<file path="config.mk">
export PLATFORM = sky130hd
export DESIGN_NAME = fetch_stage_flat
export DESIGN_NICKNAME = d
export VERILOG_FILES = /design/src/rtl/fetch_stage_if.sv /design/src/rtl/fetch_stage.sv /design/src/flat_wrapper.sv
export SDC_FILE = /design/constraint.sdc
export NUM_CORES = 1
export LEC_CHECK = 0
export BUFFER_PORTS_ARGS = -buffer_cell sky130_fd_sc_hd__buf_2
export CAP_MARGIN = 20
export CORE_MARGIN = 2
export CORE_UTILIZATION = 53
export DETAILED_ROUTE_END_ITERATION = 12
export PLACE_DENSITY = 0.81
export SLEW_MARGIN = 40
export SYNTH_ARGS = -nofsm -noshare
export SYNTH_HDL_FRONTEND = slang
export SYNTH_SLANG_ARGS = --single-unit
export TNS_END_PERCENT = 1
</file>
<file path="constraint.sdc">
create_clock -name clk -period 4.1 [get_ports clk]
set_input_delay 0.615 -clock clk [delete_from_list [all_inputs] [get_ports clk]]
set_output_delay 0.615 -clock clk [all_outputs]
set_load 0.05 [all_outputs]
</file>
<file path="src/rtl/fetch_stage_if.sv">
// Fetch-stage bus: decode-side stall/redirect requests, instruction-memory port, IF/ID register and return-stack status.
// master = decode / memory side, slave = fetch stage.
interface fetch_stage_if #(
    parameter int ADDRESS_LEN     = 12,
    parameter int INSTRUCTION_LEN = 19,
    parameter int STACK_DEPTH     = 8
);
    localparam int COUNT_LEN = $clog2(STACK_DEPTH + 1);

    logic                       stall;
    logic                       redirect;
    logic [1:0]                 redirect_kind;
    logic [ADDRESS_LEN-1:0]     redirect_target;
    logic [7:0]                 redirect_offset;
    logic [ADDRESS_LEN-1:0]     redirect_base;
    logic [ADDRESS_LEN-1:0]     im_addr;
    logic [INSTRUCTION_LEN-1:0] im_data;
    logic [INSTRUCTION_LEN-1:0] pr1_instruction;
    logic [ADDRESS_LEN-1:0]     pr1_pc_plus1;
    logic                       pr1_valid;
    logic [COUNT_LEN-1:0]       stack_count;
    logic                       stack_overflow;
    logic                       stack_underflow;

    modport master (
        output stall, redirect, redirect_kind, redirect_target, redirect_offset, redirect_base, im_data,
        input  im_addr, pr1_instruction, pr1_pc_plus1, pr1_valid, stack_count, stack_overflow, stack_underflow
    );

    modport slave (
        input  stall, redirect, redirect_kind, redirect_target, redirect_offset, redirect_base, im_data,
        output im_addr, pr1_instruction, pr1_pc_plus1, pr1_valid, stack_count, stack_overflow, stack_underflow
    );
endinterface

</file>
<file path="src/rtl/fetch_stage.sv">
// Instruction fetch with PC, next-PC select, return-address stack and IF/ID register.
// Latency: im_addr is combinational from PC; fetched word lands in IF/ID one cycle later.
// Backpressure: stall holds PC, IF/ID and stack; redirect beats stall and inserts one bubble.
module fetch_stage #(
    parameter int                       ADDRESS_LEN     = 12,
    parameter int                       INSTRUCTION_LEN = 19,
    parameter int                       STACK_DEPTH     = 8,
    parameter logic [ADDRESS_LEN-1:0]   RESET_PC        = '0
) (
    input  logic        clk,
    input  logic        rst,
    fetch_stage_if.slave bus
);
    localparam int COUNT_LEN = $clog2(STACK_DEPTH + 1);
    localparam int PTR_LEN   = $clog2(STACK_DEPTH);

    typedef enum logic [1:0] {
        KIND_JUMP   = 2'b00,
        KIND_BRANCH = 2'b01,
        KIND_CALL   = 2'b10,
        KIND_RETURN = 2'b11
    } kind_t;

    logic [ADDRESS_LEN-1:0]     pc;
    logic [ADDRESS_LEN-1:0]     pc_plus1;
    logic [ADDRESS_LEN-1:0]     target;
    logic [INSTRUCTION_LEN-1:0] pr1_instruction;
    logic [ADDRESS_LEN-1:0]     pr1_pc_plus1;
    logic                       pr1_valid;
    logic [COUNT_LEN-1:0]       count;
    logic                       overflow;
    logic                       underflow;

    logic [ADDRESS_LEN-1:0]     ras [STACK_DEPTH];
    logic [ADDRESS_LEN-1:0]     ras_top;
    logic [PTR_LEN-1:0]         top_idx;
    logic [PTR_LEN-1:0]         push_idx;
    logic                       stack_full;
    logic                       stack_empty;
    logic                       push;
    logic                       pop;
    logic                       push_blocked;
    logic                       pop_blocked;

    assign pc_plus1    = pc + ADDRESS_LEN'(1);
    assign stack_full  = (count == COUNT_LEN'(STACK_DEPTH));
    assign stack_empty = (count == '0);
    // Index wraps harmlessly when full/empty; those cases never read or write the array.
    assign top_idx     = PTR_LEN'(count - COUNT_LEN'(1));
    assign push_idx    = PTR_LEN'(count);
    assign ras_top     = ras[top_idx];

    always_comb begin
        target       = bus.redirect_target;
        push         = 1'b0;
        pop          = 1'b0;
        push_blocked = 1'b0;
        pop_blocked  = 1'b0;
        case (kind_t'(bus.redirect_kind))
            KIND_JUMP:   target = bus.redirect_target;
            KIND_BRANCH: target = bus.redirect_base + ADDRESS_LEN'($signed(bus.redirect_offset));
            KIND_CALL: begin
                target       = bus.redirect_target;
                push         = bus.redirect && !stack_full;
                push_blocked = bus.redirect && stack_full;
            end
            KIND_RETURN: begin
                target      = stack_empty ? bus.redirect_base : ras_top;
                pop         = bus.redirect && !stack_empty;
                pop_blocked = bus.redirect && stack_empty;
            end
            default: target = bus.redirect_target;
        endcase
    end

    always_ff @(posedge clk) begin
        if (rst) begin
            pc              <= RESET_PC;
            pr1_instruction <= '0;
            pr1_pc_plus1    <= '0;
            pr1_valid       <= 1'b0;
            count           <= '0;
            overflow        <= 1'b0;
            underflow       <= 1'b0;
        end else if (bus.redirect) begin
            pc              <= target;
            pr1_instruction <= '0;
            pr1_pc_plus1    <= '0;
            pr1_valid       <= 1'b0;
            if (push)         count     <= count + COUNT_LEN'(1);
            if (pop)          count     <= count - COUNT_LEN'(1);
            if (push_blocked) overflow  <= 1'b1;
            if (pop_blocked)  underflow <= 1'b1;
        end else if (!bus.stall) begin
            pc              <= pc_plus1;
            pr1_instruction <= bus.im_data;
            pr1_pc_plus1    <= pc_plus1;
            pr1_valid       <= 1'b1;
        end
    end

    // Stack contents survive reset; only the count is cleared.
    always_ff @(posedge clk) begin
        if (!rst && push) ras[push_idx] <= bus.redirect_base;
    end

    assign bus.im_addr         = pc;
    assign bus.pr1_instruction = pr1_instruction;
    assign bus.pr1_pc_plus1    = pr1_pc_plus1;
    assign bus.pr1_valid       = pr1_valid;
    assign bus.stack_count     = count;
    assign bus.stack_overflow  = overflow;
    assign bus.stack_underflow = underflow;
endmodule

</file>
<file path="src/flat_wrapper.sv">
// flat-port wrapper written by rule: the top's interface ports become plain ports
module fetch_stage_flat 
#(
    parameter int                       ADDRESS_LEN     = 12,
    parameter int                       INSTRUCTION_LEN = 19,
    parameter int                       STACK_DEPTH     = 8,
    parameter logic [ADDRESS_LEN-1:0]   RESET_PC        = '0
)
  (clk, rst, bus_stall, bus_redirect, bus_redirect_kind, bus_redirect_target, bus_redirect_offset, bus_redirect_base, bus_im_data, bus_im_addr, bus_pr1_instruction, bus_pr1_pc_plus1, bus_pr1_valid, bus_stack_count, bus_stack_overflow, bus_stack_underflow);
  fetch_stage_if #(.ADDRESS_LEN(ADDRESS_LEN), .INSTRUCTION_LEN(INSTRUCTION_LEN), .STACK_DEPTH(STACK_DEPTH)) bus_i ();
  input  logic clk;
  input  logic rst;
  input wire logic [$bits(bus_i.stall)-1:0] bus_stall;
  input wire logic [$bits(bus_i.redirect)-1:0] bus_redirect;
  input wire logic [$bits(bus_i.redirect_kind)-1:0] bus_redirect_kind;
  input wire logic [$bits(bus_i.redirect_target)-1:0] bus_redirect_target;
  input wire logic [$bits(bus_i.redirect_offset)-1:0] bus_redirect_offset;
  input wire logic [$bits(bus_i.redirect_base)-1:0] bus_redirect_base;
  input wire logic [$bits(bus_i.im_data)-1:0] bus_im_data;
  output wire logic [$bits(bus_i.im_addr)-1:0] bus_im_addr;
  output wire logic [$bits(bus_i.pr1_instruction)-1:0] bus_pr1_instruction;
  output wire logic [$bits(bus_i.pr1_pc_plus1)-1:0] bus_pr1_pc_plus1;
  output wire logic [$bits(bus_i.pr1_valid)-1:0] bus_pr1_valid;
  output wire logic [$bits(bus_i.stack_count)-1:0] bus_stack_count;
  output wire logic [$bits(bus_i.stack_overflow)-1:0] bus_stack_overflow;
  output wire logic [$bits(bus_i.stack_underflow)-1:0] bus_stack_underflow;
  assign bus_i.stall = bus_stall;
  assign bus_i.redirect = bus_redirect;
  assign bus_i.redirect_kind = bus_redirect_kind;
  assign bus_i.redirect_target = bus_redirect_target;
  assign bus_i.redirect_offset = bus_redirect_offset;
  assign bus_i.redirect_base = bus_redirect_base;
  assign bus_i.im_data = bus_im_data;
  assign bus_im_addr = bus_i.im_addr;
  assign bus_pr1_instruction = bus_i.pr1_instruction;
  assign bus_pr1_pc_plus1 = bus_i.pr1_pc_plus1;
  assign bus_pr1_valid = bus_i.pr1_valid;
  assign bus_stack_count = bus_i.stack_count;
  assign bus_stack_overflow = bus_i.stack_overflow;
  assign bus_stack_underflow = bus_i.stack_underflow;
  fetch_stage #(.ADDRESS_LEN(ADDRESS_LEN), .INSTRUCTION_LEN(INSTRUCTION_LEN), .STACK_DEPTH(STACK_DEPTH), .RESET_PC(RESET_PC)) u_core (.clk(clk), .rst(rst), .bus(bus_i));
endmodule
</file>
Word level (Yosys, flattened, before mapping) --
Memory sizes are Yosys's and may differ from the RTL's. Index checks and enable logic that the tools add are counted.
Storage, ports and cells: flip-flop bits (word level) 50, RAM bits 96, input bits 57, output and inout bits 50, word-level logic and storage cells 45, memories kept 1
Operators by class: add/subtract/negate cells 4, equal/unequal tests 5, multiplexer cells 12, reductions and logical operators 16
Memory list:
- u_core.ras | depth 8, bits a word 12, read ports 1, clocked after memory_dff 0, wr ports 1, line fetch_stage.sv:34 | logic [ADDRESS_LEN-1:0] ras [STACK_DEPTH];
Operators with widths (number):
- 12-bit two-way mux | 3
- 12-bit one-hot mux with 3 select lines | 1
- 12-bit by 1-bit adder with 12-bit output (second input constant) | 1
- 12-bit adder | 1
- 4-bit two-way mux | 2
- 1-bit two-way mux | 6
- 2-bit AND reduction | 3
- 1-bit logical AND | 5
- 4-bit by 1-bit adder with 4-bit output (second input constant) | 1
- 2-bit == test (second input constant) | 2
- 4-bit == test (second input constant) | 1
- 4-bit logical NOT | 1
- 2-bit OR reduction | 2
- 4-bit by 1-bit subtractor with 4-bit output (second input constant) | 1
- 1-bit logical NOT | 3
- 2-bit by 1-bit == test with 1-bit output (second input constant) | 1
- 2-bit logical NOT | 1
- 2-bit by 1-bit != test with 1-bit output (second input constant) | 1
- 2-bit nonzero test | 1

Depth between registers and ports, before layout --
Gate-level depths: netlist (run 1).
depth after elaboration 7, mapped depth 12, gate-level depth less buffers 9

Least setup slack after synthesis (run 1) --
Ideal clock, no wire load.
path type flip-flop to flip-flop, start reg u_core.count[0] (netlist: u_core.bus.stack_count[0]), end mem u_core.ras[1][0] (enable), library setup time 0.396 ns, data arrival time 3.252 ns, required time 3.704 ns, path slack 0.452 ns, cell stages (with the launch flop) 11, clock period less this slack 3.648 ns, cell sequence dfxtp_1 > buf_6 > buf_2 > inv_1 > ha_1 > buf_6 > and3b_1 > or3_1 > nor2_1 > nand2_1 > nor3_1
On the way: cells in the longest elaborated chain, start to end 7
RTL lines:
- from (decl) | line fetch_stage.sv:30 | logic [COUNT_LEN-1:0] count;
- from (signal assigned) | line fetch_stage.sv:90 | if (push) count <= count + COUNT_LEN'(1);
- from (signal assigned) | line fetch_stage.sv:91 | if (pop) count <= count - COUNT_LEN'(1);
- 4-bit == test | line fetch_stage.sv:46 | assign stack_full = (count == COUNT_LEN'(STACK_DEPTH));
- 1-bit logical NOT | line fetch_stage.sv:64 | push = bus.redirect && !stack_full;
- 1-bit logical AND | line fetch_stage.sv:64
- 1-bit two-way mux | line fetch_stage.sv:59 | case (kind_t'(bus.redirect_kind))
- 1-bit logical AND | line fetch_stage.sv:104 | if (!rst && push) ras[push_idx] <= bus.redirect_base;
- 1-bit two-way mux | line fetch_stage.sv:104
- 1-bit two-way mux (not written as such) | line fetch_stage.sv:104
- to (decl) | line fetch_stage.sv:34
Several ways; a longest one is shown, not always the timed one.

Worst setup path in the final report (run 1) --
start reg u_core.count[1] (netlist: u_core.bus.stack_count[1]), end reg u_core.pc[3] (netlist: u_core.bus.im_addr[3])
On the way: cells in the longest elaborated chain, start to end 5
RTL lines:
- 4-bit by 1-bit subtractor with 4-bit output | line fetch_stage.sv:49 | assign top_idx = PTR_LEN'(count - COUNT_LEN'(1));
- memory 8 x 12 bit
- 12-bit two-way mux (*) | line fetch_stage.sv:68 | target = stack_empty ? bus.redirect_base : ras_top;
- 12-bit one-hot mux with 3 select lines (*) | line fetch_stage.sv:59
- 12-bit two-way mux (*) | line fetch_stage.sv:85 | end else if (bus.redirect) begin
- to (signal assigned) | line fetch_stage.sv:86 | pc <= target;
- to (signal assigned) | line fetch_stage.sv:95 | pc <= pc_plus1;
- to (decl) | line fetch_stage.sv:24 | logic [ADDRESS_LEN-1:0] pc;
Mark *: on every way between the ends. The rest lies on a longest branch, timed or not. A chain may end at the register's enable or synchronous reset.

==> results of run 1 <==
-- layout by cell type, fill, tap and decap left out, drive strengths merged, types with 3 or more instances in the layout --
cell	instances
xnor2	16
a211oi	11
mux2i	37
a21oi	29
mux4	24
xor2	9
and3	3
nor2	66
inv	16
o31ai	4
ha	14
nor3	13
edfxtp	96
nand3	8
clkbuf	19
a21o	5
nor2b	8
o21ai	21
or4	3
a31oi	8
clkinv	7
o21a	3
o211ai	3
or3	5
nand2	28
dfxtp	50
nand4	5
buf	117
-- cell type report --
| class | instances | area share (%) |
|---|---|---|
| Clock buffer | 19 | 5.40 |
| Clock inverter | 13 | 1.67 |
| Inverter | 13 | 0.609 |
| Multi-Input combinational cell | 349 | 33.5 |
| Sequential cell | 146 | 48.4 |
| Tap cell | 172 | 2.68 |
| Timing Repair Buffer | 117 | 7.68 |
-- metrics by stage --
step	instance area, µm²	util [%]	worst slack, ns
after global placement	7450	59.2	1.49
after detailed placement	7450	59.3	1.37
after global routing	8020	63.8	1.24
final	8020	63.8	1.37
after floorplan	6770	-	0.452
after CTS	8020	63.8	1.42
-- tightest hold or removal path, stage by stage --
cell and delay (ns):
buf_2 0.08, mux2i_1 0.05, nor2_1 0.07
-- flip-flops by register name (all words and copies together) (netlist names) --
signal and flops:
u_core.bus.pr1_pc_plus1 12, u_core.bus.pr1_instruction 19, u_core.bus.pr1_valid 1, u_core.bus.stack_overflow 1, u_core.bus.stack_count 4, u_core.ras 96
u_core.bus.stack_underflow 1, u_core.bus.im_addr 12
-- worst paths after layout --
path | end | slack, ns | cells past startpoint
min reg2reg | u_core.bus.pr1_valid$_SDFFE_PP0N_ | 0.45 | 2
min | u_core.bus.pr1_instruction[3]$_SDFFE_PP0N_ | 0.43 | 3
max | u_core.bus.im_addr[3]$_SDFFE_PP0P_ | 1.37 | 8
max reg2reg | u_core.bus.im_addr[3]$_SDFFE_PP0P_ | 1.37 | 8
-- routing by layer --
layer  routed length, µm  track usage (%)  vias to the layer above
met3                1460             6.85                       27
met5                   0                0                        -
li1                    -                -                     2241
met2                7120             37.3                      255
met4                 275             8.71                        0
met1                6360             30.4                     2284
-- power breakdown --
group,internal (mW),switching (mW)
registers,1.59,0.0289
logic,0.169,0.295
clock network,0.893,0.586
total,2.65,0.910
-- kinds of logic after synthesis --
logic type               count (synthesis)  share of synthesized area, %
AO/OA/AOI/OAI                           98                          9.15
XOR/XNOR                                25                          3.23
adder cells (fa/ha/maj)                 15                          2.88
buffers and inverters                   44                          2.96
flip-flops                             146                          57.4
multiplexers                            62                          14.0
AND/OR/NAND/NOR                        149                          10.4
==> flow_metrics.env, run 1 <==
export IMPL_status="finished, final reports clean"
export IMPL_dpl_hpwl_um=10500
export IMPL_fmax_mhz=367
export IMPL_grt_overflow_total=0
export IMPL_row_count=41
export IMPL_crit_buf_inv=2
export IMPL_worst_path_max_fanout=22
export IMPL_fin_skew_ns=0.00793
export IMPL_initial_core_util_pct=53.9
export IMPL_slowest_delay_ns=0.50
export IMPL_syn_avg_cell_area_um2=12.6
export IMPL_wl_per_cell_um=18.4
export IMPL_synth_nets=611
export IMPL_drc=0
export IMPL_ff_latch_area_mm2=0.00388
export IMPL_grt_pass1_vias=4637
export IMPL_nNetsFinal=716
export IMPL_post_cts_setup_buffers=0
export IMPL_die_y_um=117
export IMPL_fillers=945
export IMPL_totalWireLength_um=15200
export IMPL_cp_startpoint="u_core.bus.stack_count[1]$_SDFFE_PP0P_"
export IMPL_endpoint_kind="flop"
export IMPL_ys_flop_type="edfxtp_1"
export IMPL_syn_area_mm2=0.00677
export IMPL_hold_viol=0
export IMPL_io_buffers=106
export IMPL_antenna_found_initial=0
export IMPL_p_per_area_mw_per_mm2=445
export IMPL_clock_sinks=146
export IMPL_grt_max_degree=54
export IMPL_synth_seq_area_share_pct=57.4
export IMPL_slew_violations=0
export IMPL_die_x_um=117
export IMPL_arrival_ns=3.01
export IMPL_tns_ns=0
export IMPL_postSynthCellCount=539
export IMPL_holdWs_ns=0.426
export IMPL_drive_gt1_share_pct=26.0
export IMPL_clk_path_buf_depth=2
export IMPL_ys_seq_elements=146
export IMPL_cts_resized=0
export IMPL_start_kind="flop"
export IMPL_coreArea_mm2=0.0126
export IMPL_dr_pass1_iters=6
export IMPL_clk_pin_slew_worst_paths_ns=0.06
export IMPL_syn_to_final_growth_pct=18.4
export IMPL_worstPathCellList="inv_1 -> ha_1 -> buf_4 -> mux4_1 -> mux2i_1 -> a21oi_1 -> nor3_1 -> o32ai_1"
export IMPL_dr_total_vias=4807
export IMPL_crit_family="multiplexers"
export IMPL_synth_edf_count=96
export IMPL_synth_area_leaders="edfxtp_1 43%, dfxtp_1 15%, mux4_2 6.0%"
export IMPL_worstMarginPinSlew_ns=0.657
export IMPL_n_antenna_cell=0
export IMPL_rsz0062_at_grt="no"
export IMPL_slowest_stage="dfxtp_1"
export IMPL_multi_input_area_mm2=0.00269
export IMPL_die_area_mm2=0.0137
export IMPL_synthTopCellsByCount="96 x edfxtp_1, 66 x nor2_1, 50 x dfxtp_1, 37 x mux2i_1, 29 x a21oi_1"
export IMPL_crit_required_ns=4.38
export IMPL_critical_path_class="reg -> reg"
export IMPL_grt_pass1_wl_um=23500
export IMPL_drt_initial_drc_count=381
export IMPL_htree_levels=4
export IMPL_cts_root_buf="clkbuf_16"
export IMPL_ys_warn_count=0
export IMPL_numCtsBuffers=17
export IMPL_fin_crit_ns=2.73
export IMPL_antenna_left=0
export IMPL_via_per_inst=5.80
export IMPL_fin_crit_sh_pct=66.5
export IMPL_p_total_mw=3.56
export IMPL_cts_tree="built"
export IMPL_slew_limit_headroom_pct=56.2
export IMPL_maxCapViolCount=0
export IMPL_min_from="bus_im_data[3]"
export IMPL_yosys_area_top_type="edfxtp_1"
export IMPL_dp_cells=797
export IMPL_grt_total_usage_pct=23.3
export IMPL_yosys_area_top_type_share_pct=42.6
export IMPL_setup_viol=0
export IMPL_final_cells=829
export IMPL_io_pins=107
export IMPL_leakagePower_nw=3.14
export IMPL_cts_hold_buf=0
export IMPL_clock_latency_ns=0.43
export IMPL_r2r_start="u_core.bus.stack_count[1]$_SDFFE_PP0P_"
export IMPL_max_vdd_ir_drop_mv=0.368
export IMPL_ys_async_sr_fraction_pct=0
export IMPL_hold_class="in -> reg"
export IMPL_yosysMostFrequentCell="edfxtp_1"
export IMPL_synth_cell_types=56
export IMPL_routabilityCongestion=0.842
(Power assumes the default switching activity.)
==> run 2: changes to the inputs <==
- ABC_AREA: default -> 1
- CORE_UTILIZATION: 53 -> 51
- PLACE_DENSITY: 0.81 -> 0.82
- clock period: 4.1 -> 2.5 ns (I/O delays scaled with it)
==> flow_metrics.env, run 2 <==
export IMPL_clk_path_buf_depth=2
export IMPL_arrival_ns=2.26
export IMPL_worst_path_max_fanout=12
export IMPL_synth_area_leaders="edfxtp_1 42%, dfxtp_1 15%, nand2_1 13%"
export IMPL_via_per_inst=5.48
export IMPL_min_from="bus_im_data[16]"
export IMPL_leakagePower_nw=3.50
export IMPL_p_sw_share_pct=28.4
export IMPL_pre_cts_slack_ns=0.363
export IMPL_fmax_mhz=461
export IMPL_reg_top3="u_core.ras x96, u_core.bus.pr1_instruction x19"
export IMPL_rsz0062_at_grt="no"
export IMPL_min_to="u_core.bus.pr1_instruction[16]$_SDFFE_PP0N_"
export IMPL_top_register="u_core.ras"
export IMPL_p_int_mw=4.39
export IMPL_synthTopCellsByCount="230 x nand2_1, 96 x edfxtp_1, 81 x nand3_1, 63 x a21oi_1, 50 x dfxtp_1"
export IMPL_setup_viol=0
export IMPL_ys_async_sr_fraction_pct=0
export IMPL_die_y_um=120
export IMPL_synth_seq_area_share_pct=56.6
export IMPL_yosys_area_top_type="edfxtp_1"
export IMPL_critical_path_class="reg -> reg"
export IMPL_clock_latency_ns=0.43
export IMPL_max_vdd_ir_drop_mv=0.639
export IMPL_ys_flop_type="edfxtp_1"
export IMPL_cts_hold_buf=0
export IMPL_initial_core_util_pct=52.1
export IMPL_r2r_cells=7
export IMPL_antenna_left=0
export IMPL_clock_sinks=146
export IMPL_fin_skew_ns=0.0113
export IMPL_n_antenna_cell=0
export IMPL_dr_pass1_iters=6
export IMPL_htree_levels=4
export IMPL_die_area_mm2=0.0144
export IMPL_wl_met3_um=1420
export IMPL_hold_class="in -> reg"
export IMPL_dr_wl_met2_um=8330
export IMPL_grt_pass1_wl_um=27400
export IMPL_final_cell_mix="230 x nand2_1, 106 x buf_2, 96 x edfxtp_1"
export IMPL_cts_tree="built"
export IMPL_cts_resized=0
export IMPL_nNetsFinal=962
export IMPL_syn_area_mm2=0.00687
export IMPL_synth_edf_count=96
export IMPL_fin_crit_sh_pct=86.8
export IMPL_routabilityCongestion=0.941
export IMPL_synth_cell_types=37
export IMPL_yosysMostFrequentCell="nand2_1"
export IMPL_crit_required_ns=2.59
export IMPL_drive_gt1_share_pct=20.8
export IMPL_synth_nets=851
export IMPL_io_pins=107
export IMPL_worstMarginPinSlew_ns=0.529
export IMPL_grt_max_degree=55
export IMPL_syn_avg_cell_area_um2=8.81
export IMPL_status="finished, final reports clean"
export IMPL_cts_root_buf="clkbuf_16"
export IMPL_grt_pass1_vias=5422
export IMPL_endpoint_kind="flop"
export IMPL_r2r_end="u_core.ras[0][5]$_DFFE_PP_"
export IMPL_hold_viol=0
export IMPL_pwr_share_clk_pct=41.6
export IMPL_wl_met1_um=7150
export IMPL_numCtsBuffers=17
export IMPL_totalWireLength_um=17400
export IMPL_post_cts_setup_buffers=0
export IMPL_antenna_found_initial=0
export IMPL_drc=0
export IMPL_start_kind="flop"
export IMPL_ys_warn_count=0
export IMPL_power_frac_comb_pct=15.2
export IMPL_highest_layer="met4"
export IMPL_p_per_area_mw_per_mm2=740
export IMPL_timing_final_ws_setup_ns=0.329
export IMPL_r2r_start="u_core.bus.stack_count[1]$_SDFFE_PP0P_"
export IMPL_syn_to_final_growth_pct=20.7
export IMPL_wl_per_cell_um=16.1
export IMPL_power_switching_mw=1.74
export IMPL_largest_register_ffs=96
export IMPL_yosys_area_top_type_share_pct=42.0
export IMPL_grt_overflow_total=0
export IMPL_die_x_um=120
export IMPL_reg2reg_slack_ns=0.33
export IMPL_fin_crit_ns=2.17
export IMPL_row_count=42
export IMPL_final_common_cell="nand2_1"
export IMPL_clk_pin_slew_worst_paths_ns=0.06
export IMPL_io_buffers=106
export IMPL_slew_limit_headroom_pct=64.7
export IMPL_pwr_share_seq_pct=43.2
export IMPL_dpl_hpwl_um=11800
export IMPL_dr_total_vias=5917
export IMPL_drt_initial_drc_count=586
export IMPL_hold_depth=3
export IMPL_tns_ns=0
export IMPL_slew_violations=0
export IMPL_grt_total_usage_pct=24.9
export IMPL_coreArea_mm2=0.0132
export IMPL_maxCapViolCount=0
export IMPL_postSynthCellCount=779
export IMPL_ys_seq_elements=146
-- run 2: cell families after synthesis --
group                      after synthesis  share of synthesized area (%)
AOI/OAI and AO/OA                      129                           10.1
DFF                                    146                           56.6
and+or+nand+nor                        390                           24.1
xor gates and xnor gates                 8                           1.02
buffers and inverters                   91                           5.45
adders and majority gates               15                           2.84
-- run 2: stage by stage --
stage                     area, µm²  utilization [%]  power (mW)  cells  hold WS [ns]
after detailed placement       7690             58.3        3.61   1047         0.447
after floorplan                6940                -        3.34    779         0.474
after global placement         7690             58.3        3.60   1047         0.443
after global routing           8290             62.8        6.37   1079         0.182
after CTS                      8290             62.8        6.16   1079         0.178
final                          8290             62.8        6.13   1079         0.192
-- run 2: area by class of cell --
class | count | area (µm²)
clock inverters | 15 | 174
well taps | 176 | 220
multi-input cells | 542 | 2680
inverters | 55 | 206
flip-flops and latches | 146 | 3890
repair buffers | 128 | 696
clock buffers | 17 | 425
fillers | 1059 | 4900
-- run 2: worst max path at each step --
stage	from	to	slack [ns]	cells past startpoint
6_report	u_core.bus.stack_count[1]$_SDFFE_PP0P_	u_core.ras[0][5]$_DFFE_PP_	0.33	7
3_3_place_gp	bus_redirect_base[0]	u_core.bus.im_addr[6]$_SDFFE_PP0P_	0.45	14
4_1_cts	u_core.bus.stack_count[1]$_SDFFE_PP0P_	u_core.ras[6][10]$_DFFE_PP_	0.35	8
5_1_grt	u_core.bus.stack_count[1]$_SDFFE_PP0P_	u_core.ras[0][8]$_DFFE_PP_	0.22	7
2_1_floorplan	u_core.bus.stack_count[0]$_SDFFE_PP0P_	u_core.ras[2][0]$_DFFE_PP_	0.02	9
3_5_place_dp	u_core.bus.stack_count[1]$_SDFFE_PP0P_	u_core.ras[6][9]$_DFFE_PP_	0.36	8
-- run 2: power by group through the flow --
stage               Clock, mW  Sequential, mW  Combinational (mW)
CTS                      2.58            2.65               0.927
global placement            0            2.70               0.903
detailed placement          0            2.70               0.916
finish                   2.55            2.65               0.935
floorplan                   0            2.82               0.521
global route             2.70            2.65                1.03
-- run 2: layer usage --
metal | vias up | track usage, %
li1 | 2882 | -
met1 | 2717 | 32.2
met2 | 276 | 39.7
met3 | 42 | 6.27
met4 | 0 | 10.9
met5 | - | 0
-- run 2: critical path: stages (launching register included) --
cell     delay (ns)
dfxtp_2        0.42
inv_1          0.08
ha_1           0.25
nand2_1        0.10
o21ai_1        0.15
nor2_1         0.17
nand2_1        0.24
nor2_4         0.41
